==> src/rtl/muldiv_pkg.sv <==
// Shared types and width-generic helpers for the RV32M multiply/divide unit.
package muldiv_pkg;

    // Operation codes match the RV32M funct3 field.
    typedef enum logic [2:0] {
        MUL    = 3'b000,
        MULH   = 3'b001,
        MULHSU = 3'b010,
        MULHU  = 3'b011,
        DIV    = 3'b100,
        DIVU   = 3'b101,
        REM    = 3'b110,
        REMU   = 3'b111
    } muldiv_op_t;

    typedef enum logic [1:0] {
        S_IDLE  = 2'd0,
        S_CALC  = 2'd1,
        S_FIXUP = 2'd2,
        S_DONE  = 2'd3
    } muldiv_state_t;

    // Helpers work on a wide carrier; the width argument selects the live bits.
    localparam int MAX_WIDTH = 128;
    typedef logic [MAX_WIDTH-1:0] wide_t;

    function automatic wide_t width_mask(input int unsigned width);
        if (width >= MAX_WIDTH) return '1;
        return (wide_t'(1) << width) - wide_t'(1);
    endfunction

    // Two's-complement negation confined to the low 'width' bits.
    function automatic wide_t negate(input wide_t value, input int unsigned width);
        return (~value + wide_t'(1)) & width_mask(width);
    endfunction

    // Magnitude of a 'width'-bit value; unsigned values pass through.
    function automatic wide_t abs_val(input wide_t value, input int unsigned width,
                                      input logic is_signed);
        wide_t sign_word;
        sign_word = value >> (width - 1);
        if (is_signed && sign_word[0]) return negate(value, width);
        return value & width_mask(width);
    endfunction

endpackage

==> src/rtl/muldiv_unit.sv <==
// Iterative RV32M multiply/divide unit: shift-add multiply and restoring
// divide sharing one double-width shift register and one adder/subtractor.
//
// Handshake: an operation is accepted on a clock edge where start=1, flush=0
// and the unit is not busy (IDLE or DONE). busy stays high while the result is
// being computed and any start seen then is dropped. done is a one-cycle strobe
// with result/rd_out valid in the same cycle. flush kills any in-flight work.
module muldiv_unit
    import muldiv_pkg::*;
#(
    parameter int DATA_WIDTH     = 32,
    parameter int REG_ADDR_WIDTH = 5
) (
    input  logic                      clk,
    input  logic                      rst,
    input  logic                      start,
    input  logic                      flush,
    input  muldiv_op_t                op,
    input  logic [DATA_WIDTH-1:0]     op_a,
    input  logic [DATA_WIDTH-1:0]     op_b,
    input  logic [REG_ADDR_WIDTH-1:0] rd_in,
    output logic                      busy,
    output logic                      done,
    output logic [DATA_WIDTH-1:0]     result,
    output logic [REG_ADDR_WIDTH-1:0] rd_out
);

    localparam int W  = DATA_WIDTH;
    localparam int CW = $clog2(W);
    localparam logic [CW-1:0] LAST_STEP = CW'(W - 1);
    localparam logic [W-1:0]  MOST_NEG  = {1'b1, {(W-1){1'b0}}};

    typedef logic [W-1:0]   word_t;
    typedef logic [2*W-1:0] dword_t;

    muldiv_state_t state;
    logic [CW-1:0] count;
    muldiv_op_t    op_q;
    dword_t        sreg;      // multiply: {partial product, multiplier}; divide: {remainder, quotient}
    word_t         mcand;     // multiplicand or divisor magnitude
    logic          neg_main;  // negate product / quotient
    logic          neg_rem;   // negate remainder

    logic   sign_a, sign_b, div_zero, div_ovf, special;
    word_t  mag_a, mag_b, special_res;
    word_t  add_a, add_b, fix_res, quot, rem;
    logic [W:0] sum;
    logic   ge;
    dword_t sreg_next, prod;

    // Accept-time decode: operand magnitudes, signs and the shortcut cases.
    always_comb begin
        sign_a   = op_a[W-1] & (op inside {MUL, MULH, MULHSU, DIV, REM});
        sign_b   = op_b[W-1] & (op inside {MULH, DIV, REM});
        mag_a    = word_t'(abs_val(wide_t'(op_a), W, sign_a));
        mag_b    = word_t'(abs_val(wide_t'(op_b), W, sign_b));
        div_zero = op[2] && (op_b == '0);
        div_ovf  = (op == DIV || op == REM) && (op_a == MOST_NEG) && (op_b == '1);
        special  = div_zero || div_ovf;
        if (div_zero) special_res = op[1] ? op_a : '1;
        else          special_res = op[1] ? '0   : op_a;
    end

    // One iteration step: add-then-shift for multiply, shift-then-trial-subtract for divide.
    always_comb begin
        add_a = op_q[2] ? sreg[2*W-2:W-1] : sreg[2*W-1:W];
        add_b = op_q[2] ? ~mcand : (sreg[0] ? mcand : '0);
        sum   = {1'b0, add_a} + {1'b0, add_b} + {{W{1'b0}}, op_q[2]};
        // Shifted remainder is {sreg top bit, add_a}; a carry out means it covers the divisor.
        ge    = sreg[2*W-1] | sum[W];
        if (!op_q[2])  sreg_next = {sum, sreg[W-1:1]};
        else if (ge)   sreg_next = {sum[W-1:0], sreg[W-2:0], 1'b1};
        else           sreg_next = {add_a, sreg[W-2:0], 1'b0};
    end

    // Sign fix-up and result selection once the iterations are complete.
    always_comb begin
        prod = neg_main ? dword_t'(negate(wide_t'(sreg), 2 * W)) : sreg;
        quot = neg_main ? word_t'(negate(wide_t'(sreg[W-1:0]), W)) : sreg[W-1:0];
        rem  = neg_rem  ? word_t'(negate(wide_t'(sreg[2*W-1:W]), W)) : sreg[2*W-1:W];
        case (op_q)
            MUL:                 fix_res = prod[W-1:0];
            MULH, MULHSU, MULHU: fix_res = prod[2*W-1:W];
            DIV, DIVU:           fix_res = quot;
            default:             fix_res = rem;
        endcase
    end

    // Control FSM with registered outputs.
    always_ff @(posedge clk) begin
        if (rst) begin
            state    <= S_IDLE;
            count    <= '0;
            op_q     <= MUL;
            sreg     <= '0;
            mcand    <= '0;
            neg_main <= 1'b0;
            neg_rem  <= 1'b0;
            busy     <= 1'b0;
            done     <= 1'b0;
            result   <= '0;
            rd_out   <= '0;
        end else begin
            done <= 1'b0;
            if (flush) begin
                state <= S_IDLE;
                busy  <= 1'b0;
                count <= '0;
            end else begin
                case (state)
                    S_IDLE, S_DONE: begin
                        if (start) begin
                            op_q   <= op;
                            rd_out <= rd_in;
                            if (special) begin
                                result <= special_res;
                                done   <= 1'b1;
                                state  <= S_DONE;
                            end else begin
                                sreg     <= op[2] ? {{W{1'b0}}, mag_a} : {{W{1'b0}}, mag_b};
                                mcand    <= op[2] ? mag_b : mag_a;
                                neg_main <= sign_a ^ sign_b;
                                neg_rem  <= sign_a;
                                count    <= '0;
                                busy     <= 1'b1;
                                state    <= S_CALC;
                            end
                        end else begin
                            state <= S_IDLE;
                        end
                    end
                    S_CALC: begin
                        sreg  <= sreg_next;
                        count <= count + 1'b1;
                        if (count == LAST_STEP) begin
                            count <= '0;
                            state <= S_FIXUP;
                        end
                    end
                    S_FIXUP: begin
                        result <= fix_res;
                        busy   <= 1'b0;
                        done   <= 1'b1;
                        state  <= S_DONE;
                    end
                    default: state <= S_IDLE;
                endcase
            end
        end
    end

endmodule

==> config.mk <==
export PLATFORM = sky130hd
export DESIGN_NAME = muldiv_unit
export DESIGN_NICKNAME = d
export VERILOG_FILES = /design/src/rtl/muldiv_pkg.sv /design/src/rtl/muldiv_unit.sv
export SDC_FILE = /design/constraint.sdc
export NUM_CORES = 1
export LEC_CHECK = 0
export ABC_CLOCK_PERIOD_IN_PS = 5300
export CAP_MARGIN = 20
export CELL_PAD_IN_SITES_DETAIL_PLACEMENT = 0
export CELL_PAD_IN_SITES_GLOBAL_PLACEMENT = 2
export CORE_MARGIN = 2
export CORE_UTILIZATION = 35
export DETAILED_ROUTE_END_ITERATION = 8
export MAX_ROUTING_LAYER = met4
export PLACE_DENSITY_LB_ADDON = 0.1
export SYNTH_ARGS = -nofsm -noshare
export SYNTH_HDL_FRONTEND = slang
export SYNTH_SLANG_ARGS = --single-unit
==> constraint.sdc <==
create_clock -name clk -period 5.3 [get_ports clk]
set_clock_uncertainty 0.2 [all_clocks]
set_input_delay 1.59 -clock clk [delete_from_list [all_inputs] [get_ports clk]]
set_output_delay 1.59 -clock clk [all_outputs]
set_load 0.03 [all_outputs]
==> results of run 1 <==
==> stage by stage <==
step	hold slack, ns	setup WS [ns]	std cells
after floorplan	0.2416	0.6268	2008
after global placement	0.2462	0.04216	2539
after detailed placement	0.2499	0.05167	2540
after CTS	0.2591	0.5327	2572
after global routing	0.2799	0.2198	2572
final	0.2560	0.4307	2572
==> worst max-delay path, stage by stage <==
cell             delay (ns)
clkdlybuf4s50_1        0.48
or4_1                  0.65
nor3_1                 0.45
nand3b_1               0.26
o22ai_1                0.42
a21boi_1               0.27
or3_1                  0.39
or3_1                  0.38
a21oi_1                0.15
==> cells by family (layout without fill, tap and decap cells) <==
logic type,after synthesis,after routing,share of synthesized area [%]
compound gates,649,649,29.68
mux,87,87,6.642
xor+xnor,148,148,9.066
fa+ha+maj,67,67,5.548
simple gates,688,688,22.48
buf+inv,222,254,5.994
flops,147,147,20.58
==> synthesized netlist by cell type (16+ instances only) <==
library cell,instances,share of area (%)
o211ai_1,38,2.0
a211oi_1,64,3.4
inv_1,40,1.1
nor4_1,16,0.70
dfxtp_1,147,21
nor2_1,208,5.5
nand4_1,21,0.92
nor3_1,60,2.1
a22o_1,21,1.3
a31oi_1,37,1.6
o21ai_0,151,5.3
o31ai_1,31,1.6
mux2_2,63,5.0
o221ai_1,16,0.98
or3_1,22,0.96
xor2_1,69,4.2
ha_1,41,3.6
nand3_1,19,0.67
mux2i_1,24,1.7
a21oi_1,159,5.6
clkbuf_1,168,4.4
or4_1,18,0.95
nand2_1,234,6.1
maj3_1,24,1.7
xnor2_1,79,4.8
or2_2,19,0.83
==> final timing paths <==
kind              from         end  depth (start not counted)
max           op_b[18]  result[20]                          9
min          rd_out[2]   rd_out[2]                          2
max reg2reg    op_q[2]    sreg[55]                         12
min reg2reg  rd_out[2]   rd_out[2]                          2
==> layout by cell type (no fill, tap or decap), types with 22 or more instances in the layout <==
cell type | Yosys | final
nand2_1 | 234 | 234
nor2_1 | 208 | 204
a21oi_1 | 159 | 159
o21ai_0 | 151 | 150
dfxtp_1 | 147 | 145
clkdlybuf4s50_1 | 0 | 112
xnor2_1 | 79 | 79
xor2_1 | 69 | 69
a211oi_1 | 64 | 64
mux2_2 | 63 | 63
nor3_1 | 60 | 60
buf_4 | 1 | 60
inv_1 | 40 | 40
ha_1 | 41 | 39
o211ai_1 | 38 | 38
a31oi_1 | 37 | 37
o31ai_1 | 31 | 31
mux2i_1 | 24 | 24
maj3_1 | 24 | 24
or3_1 | 22 | 22
==> registers in the layout, summed over array words and instances, names as in the netlist, 2 cells and up <==
| signal | cells |
|---|---|
| state | 2 |
| rd_out | 5 |
| op_q | 3 |
| sreg | 64 |
| result | 32 |
| mcand | 32 |
| count | 5 |
==> routing by layer <==
| layer | vias to the layer above | part of all wire (%) | GRT usage (%) |
|---|---|---|---|
| met2 | 453 | 46 | 46.70 |
| met3 | 65 | 5.2 | 4.178 |
| met4 | 0 | 2.5 | 8.699 |
| li1 | 7389 | - | - |
| met5 | - | 0 | - |
| met1 | 7460 | 46 | 41.13 |
==> layout make-up <==
cell class / instances / area (um^2)
Clock buffer: 17 / 425.4
Clock inverter: 15 / 183.9
Fill cell: 4354 / 23920
Inverter: 41 / 153.9
Multi-Input combinational cell: 1639 / 10530
Sequential cell: 147 / 2948
Tap cell: 532 / 665.6
Timing Repair Buffer: 181 / 1729
==> power groups by stage <==
stage               sequential (mW)  combinational [mW]  clock, mW
global route                   1.26                1.13       1.37
finish                         1.25                1.05       1.31
global placement               1.27                1.04          0
CTS                            1.25                1.04       1.34
floorplan                      1.24               0.633          0
detailed placement             1.27                1.04          0
==> flow_summary.json, run 1 <==
{
  "status": "complete, no violations",
  "setup_violations": 0,
  "die-area_um2": 42480,
  "diodes": 0,
  "synth-async-reset-ratio_pct": 0,
  "pwr-share-clk_pct": 36.3,
  "postCtsResizedCells": 0,
  "dpl_cell_area_um2": 16030,
  "design_area_um2": 16640,
  "firstDrtPassIters": 5,
  "cts_hold_buffers": 0,
  "finalPower_mw": 3.617,
  "die_x_um": 206.1,
  "cts_buffers": 17,
  "viasPerCell": 5.975,
  "overflow": 0,
  "tns_ns": 0,
  "hold_viol_final": 0,
  "seqPwrFrac_pct": 34.6,
  "min_period_ns": 4.869,
  "final_util_pct": 41.03,
  "critical_path_peak_fanout": 6,
  "grt_pass1_wl_um": 93230,
  "synth.avg_cell_area_um2": 7.120,
  "final_nets": 2146,
  "antenna_found_initial": 0,
  "start_util_pct": 35.26,
  "io_pins": 115,
  "synth_edf_count": 0,
  "place.gp.congestion": 0.9202,
  "cts_tree": "yes",
  "end_kind": "flip-flop",
  "cts_buffer_depth": 2,
  "port_buffers": 114,
  "fin_crit_sh_pct": 91.87,
  "cp-start-kind": "input port",
  "grt_pass1_vias": 14220,
  "fmax_mhz": 205.4,
  "ir_drop_mv": 0.2107,
  "root_buffer": "clkbuf_16",
  "hold_class": "reg -> reg",
  "syn_to_final_growth_pct": 16.37,
  "final-max-slew-violation-count": 0,
  "slew_headroom_pct": 28.19,
  "hpwl_um": 48760,
  "clock_latency_ns": 0.47,
  "maxCapViolations": 0,
  "wl_per_cell_um": 24.39,
  "syn_nets": 2127,
  "netlist_area_um2": 14300,
  "drtIter0Drc": 1516,
  "final_layout_size_suffix_gt1_share_pct": 10.25,
  "synth-seq-cells": 147,
  "p_sw_mw": 1.358,
  "grtUsageTotal_pct": 30.26,
  "rsz0062_at_grt": "no",
  "post-cts-setup-buffer-count": 0,
  "die_y_um": 206.1,
  "cts_sinks": 147,
  "crit_type": "in -> reg",
  "crit_required_ns": 5.49,
  "cellPowerDensity_nw_per_um2": 217.4,
  "sw_frac_of_total_pct": 37.55,
  "synthDistinctLibCells": 80,
  "synthCells": 2008,
  "vias": 15370,
  "pwr-share-comb_pct": 29.1,
  "synth_ff_type": "dfxtp_1",
  "drc": 0,
  "worst-slew-pin-transition_ns": 1.075,
  "r2r_slack_ns": 0.83,
  "crit_arrival_ns": 5.06,
  "p_leak_nw": 5.960,
  "ys_seq_area_share_pct": 20.58,
  "drtAntennaViolNets": 0,
  "htreeDepth": 4,
  "p_int_mw": 2.259,
  "drt_wl_total_um": 62730,
  "grt_max_degree": 71,
  "std_cell_rows": 74,
  "core-area_um2": 40550,
  "ys_warn_count": 0,
  "clk_pin_slew_ns": 0.07
}
No activity file was read; power rests on OpenSTA's default activity.
==> inputs of run 2 (changes only) <==
--- a/config.mk
+++ b/config.mk
@@ -7,10 +7,9 @@
 export LEC_CHECK = 0
 export ABC_CLOCK_PERIOD_IN_PS = 5300
 export CAP_MARGIN = 20
-export CELL_PAD_IN_SITES_DETAIL_PLACEMENT = 0
-export CELL_PAD_IN_SITES_GLOBAL_PLACEMENT = 2
-export CORE_MARGIN = 2
-export CORE_UTILIZATION = 35
+export CELL_PAD_IN_SITES_DETAIL_PLACEMENT = 1
+export CELL_PAD_IN_SITES_GLOBAL_PLACEMENT = 1
+export CORE_UTILIZATION = 44
 export DETAILED_ROUTE_END_ITERATION = 8
 export MAX_ROUTING_LAYER = met4
 export PLACE_DENSITY_LB_ADDON = 0.1
==> flow_summary.json, run 2 (synthesized netlist as in run 1, its figures left out) <==
{
  "status": "complete, no violations",
  "root_buffer": "clkbuf_16",
  "r2r_start": "op_q[2]",
  "final_cells": 2481,
  "core-area_um2": 31800,
  "top_regs": "sreg: 64 flops, mcand: 32 flops, result: 32 flops",
  "dpl_cell_area_um2": 15890,
  "hold_class": "reg -> reg",
  "overflow": 0,
  "design_area_um2": 16480,
  "finalPower_mw": 3.548,
  "maxCapViolations": 0,
  "clock_latency_ns": 0.46,
  "r2r_end": "sreg[40]",
  "syn_to_final_growth_pct": 15.24,
  "viasPerCell": 6.452,
  "final_nets": 2152,
  "std_cell_rows": 65,
  "grt_pass1_wl_um": 94000,
  "worst-slew-pin-transition_ns": 1.001,
  "sw_frac_of_total_pct": 38.90,
  "cts_tree": "yes",
  "vias": 16010,
  "largest_reg_flops": 64,
  "firstDrtPassIters": 6,
  "ir_drop_mv": 0.2400,
  "cts_buffer_depth": 2,
  "fin_crit_sh_pct": 90.33,
  "critical_path_peak_fanout": 6,
  "seqPwrFrac_pct": 35.4,
  "final-max-slew-violation-count": 0,
  "grt_max_degree": 83,
  "cp-start-kind": "input port",
  "htreeDepth": 4,
  "diodes": 0,
  "hpwl_um": 47080,
  "worstSetupEndpoint": "result[20]",
  "critical_path.startpoint": "op_b[3]",
  "final_layout_size_suffix_gt1_share_pct": 10.46,
  "start_util_pct": 44.96,
  "drc": 0,
  "postCtsResizedCells": 0,
  "die_y_um": 182.3,
  "min_period_ns": 4.787,
  "drt_wl_total_um": 61530,
  "final_cell_mix": "nand2_1 (234), nor2_1 (204), a21oi_1 (159)",
  "port_buffers": 114,
  "clk_pin_slew_ns": 0.07,
  "cts_buffers": 17,
  "hold_slack_ns": 0.2597,
  "cts_sinks": 147,
  "place_inst": 2449,
  "top_register": "sreg",
  "grt_pass1_vias": 15650,
  "rr_worst_depth": 12,
  "rsz0062_at_grt": "no",
  "p_int_mw": 2.168,
  "final_common_cell": "nand2_1",
  "tns_ns": 0,
  "die_x_um": 182.3,
  "grtUsageTotal_pct": 37.99,
  "drtIter0Drc": 1437,
  "io_pins": 115,
  "die-area_um2": 33220,
  "hold_viol_final": 0,
  "cellPowerDensity_nw_per_um2": 215.3,
  "r2r_slack_ns": 0.59,
  "drtAntennaViolNets": 0,
  "antenna_found_initial": 1,
  "setup_violations": 0,
  "crit_type": "in -> reg",
  "p_sw_mw": 1.380,
  "wl_per_cell_um": 24.80,
  "crit_arrival_ns": 4.95,
  "slew_headroom_pct": 33.24,
  "place.gp.congestion": 0.9708,
  "post-cts-setup-buffer-count": 0,
  "end_kind": "flip-flop",
  "p_leak_nw": 5.949,
  "crit_required_ns": 5.47,
  "fmax_mhz": 208.9,
  "pwr-share-clk_pct": 35.6,
  "pwr-share-comb_pct": 29.0,
  "cts_hold_buffers": 0
}
run 2: changes by cell type in the layout (fill, tap and decap cells not counted):
cell,delta
buf_12,-3
clkinv_8,+3
nor4_2,-1
bufinv_16,-2
nor4_1,+1
buf_4,+10
buf_16,-1
inv_8,-1
run 2: how the worst min path moves through the flow:
stage / start / to / slack (ns) / depth (start not counted)
global route: result[22] / result[22] / 0.28 / 1
global placement: rd_out[0] / rd_out[0] / 0.24 / 2
finish: rd_out[0] / rd_out[0] / 0.26 / 2
floorplan: mcand[2] / mcand[2] / 0.24 / 2
CTS: rd_out[0] / rd_out[0] / 0.26 / 2
detailed placement: rd_out[0] / rd_out[0] / 0.25 / 2
run 2: worst max-delay path: stages:
cell and delay (ns):
clkdlybuf4s50_1 0.49, or4_1 0.57, nor4_1 0.47, nand4b_1 0.34
o22ai_1 0.31, a21boi_1 0.20, or3_1 0.44, or3_1 0.40
a21oi_1 0.14
run 2: per-layer routing:
metal  vias to the layer above  global-route usage, %  wire length [um]  part of all wire [%]
met4                         0                  15.70              2608                   4.2
met5                         -                      -                 0                     0
li1                       7394                      -                 -                     -
met1                      7902                  49.28             27300                    44
met2                       577                  59.42             28080                    46
met3                       134                  4.969              3538                   5.7
run 2: layout make-up:
type	instances	area, um^2
clock buffer	17	425.4
timing repair buffer	187	1717
fill	3969	15320
sequential	147	2948
clock inverter	15	161.4
inverter	41	153.9
multi-input combinational	1639	10530
tap	435	544.3
run 2: through the flow:
step	util (%)	setup WS, ns
after floorplan	-	0.6268
after global placement	49.97	0.1559
after detailed placement	49.97	0.09972
after CTS	51.81	0.5339
after global routing	51.81	0.2760
final	51.81	0.5126
run 2: power by group through the flow:
| stage | sequential, mW | combinational, mW | clock, mW |
|---|---|---|---|
| after detailed placement | 1.28 | 0.996 | 0 |
| after global placement | 1.27 | 0.975 | 0 |
| after floorplan | 1.24 | 0.633 | 0 |
| final | 1.26 | 1.03 | 1.26 |
| after global routing | 1.26 | 1.09 | 1.32 |
| after CTS | 1.25 | 1.00 | 1.27 |
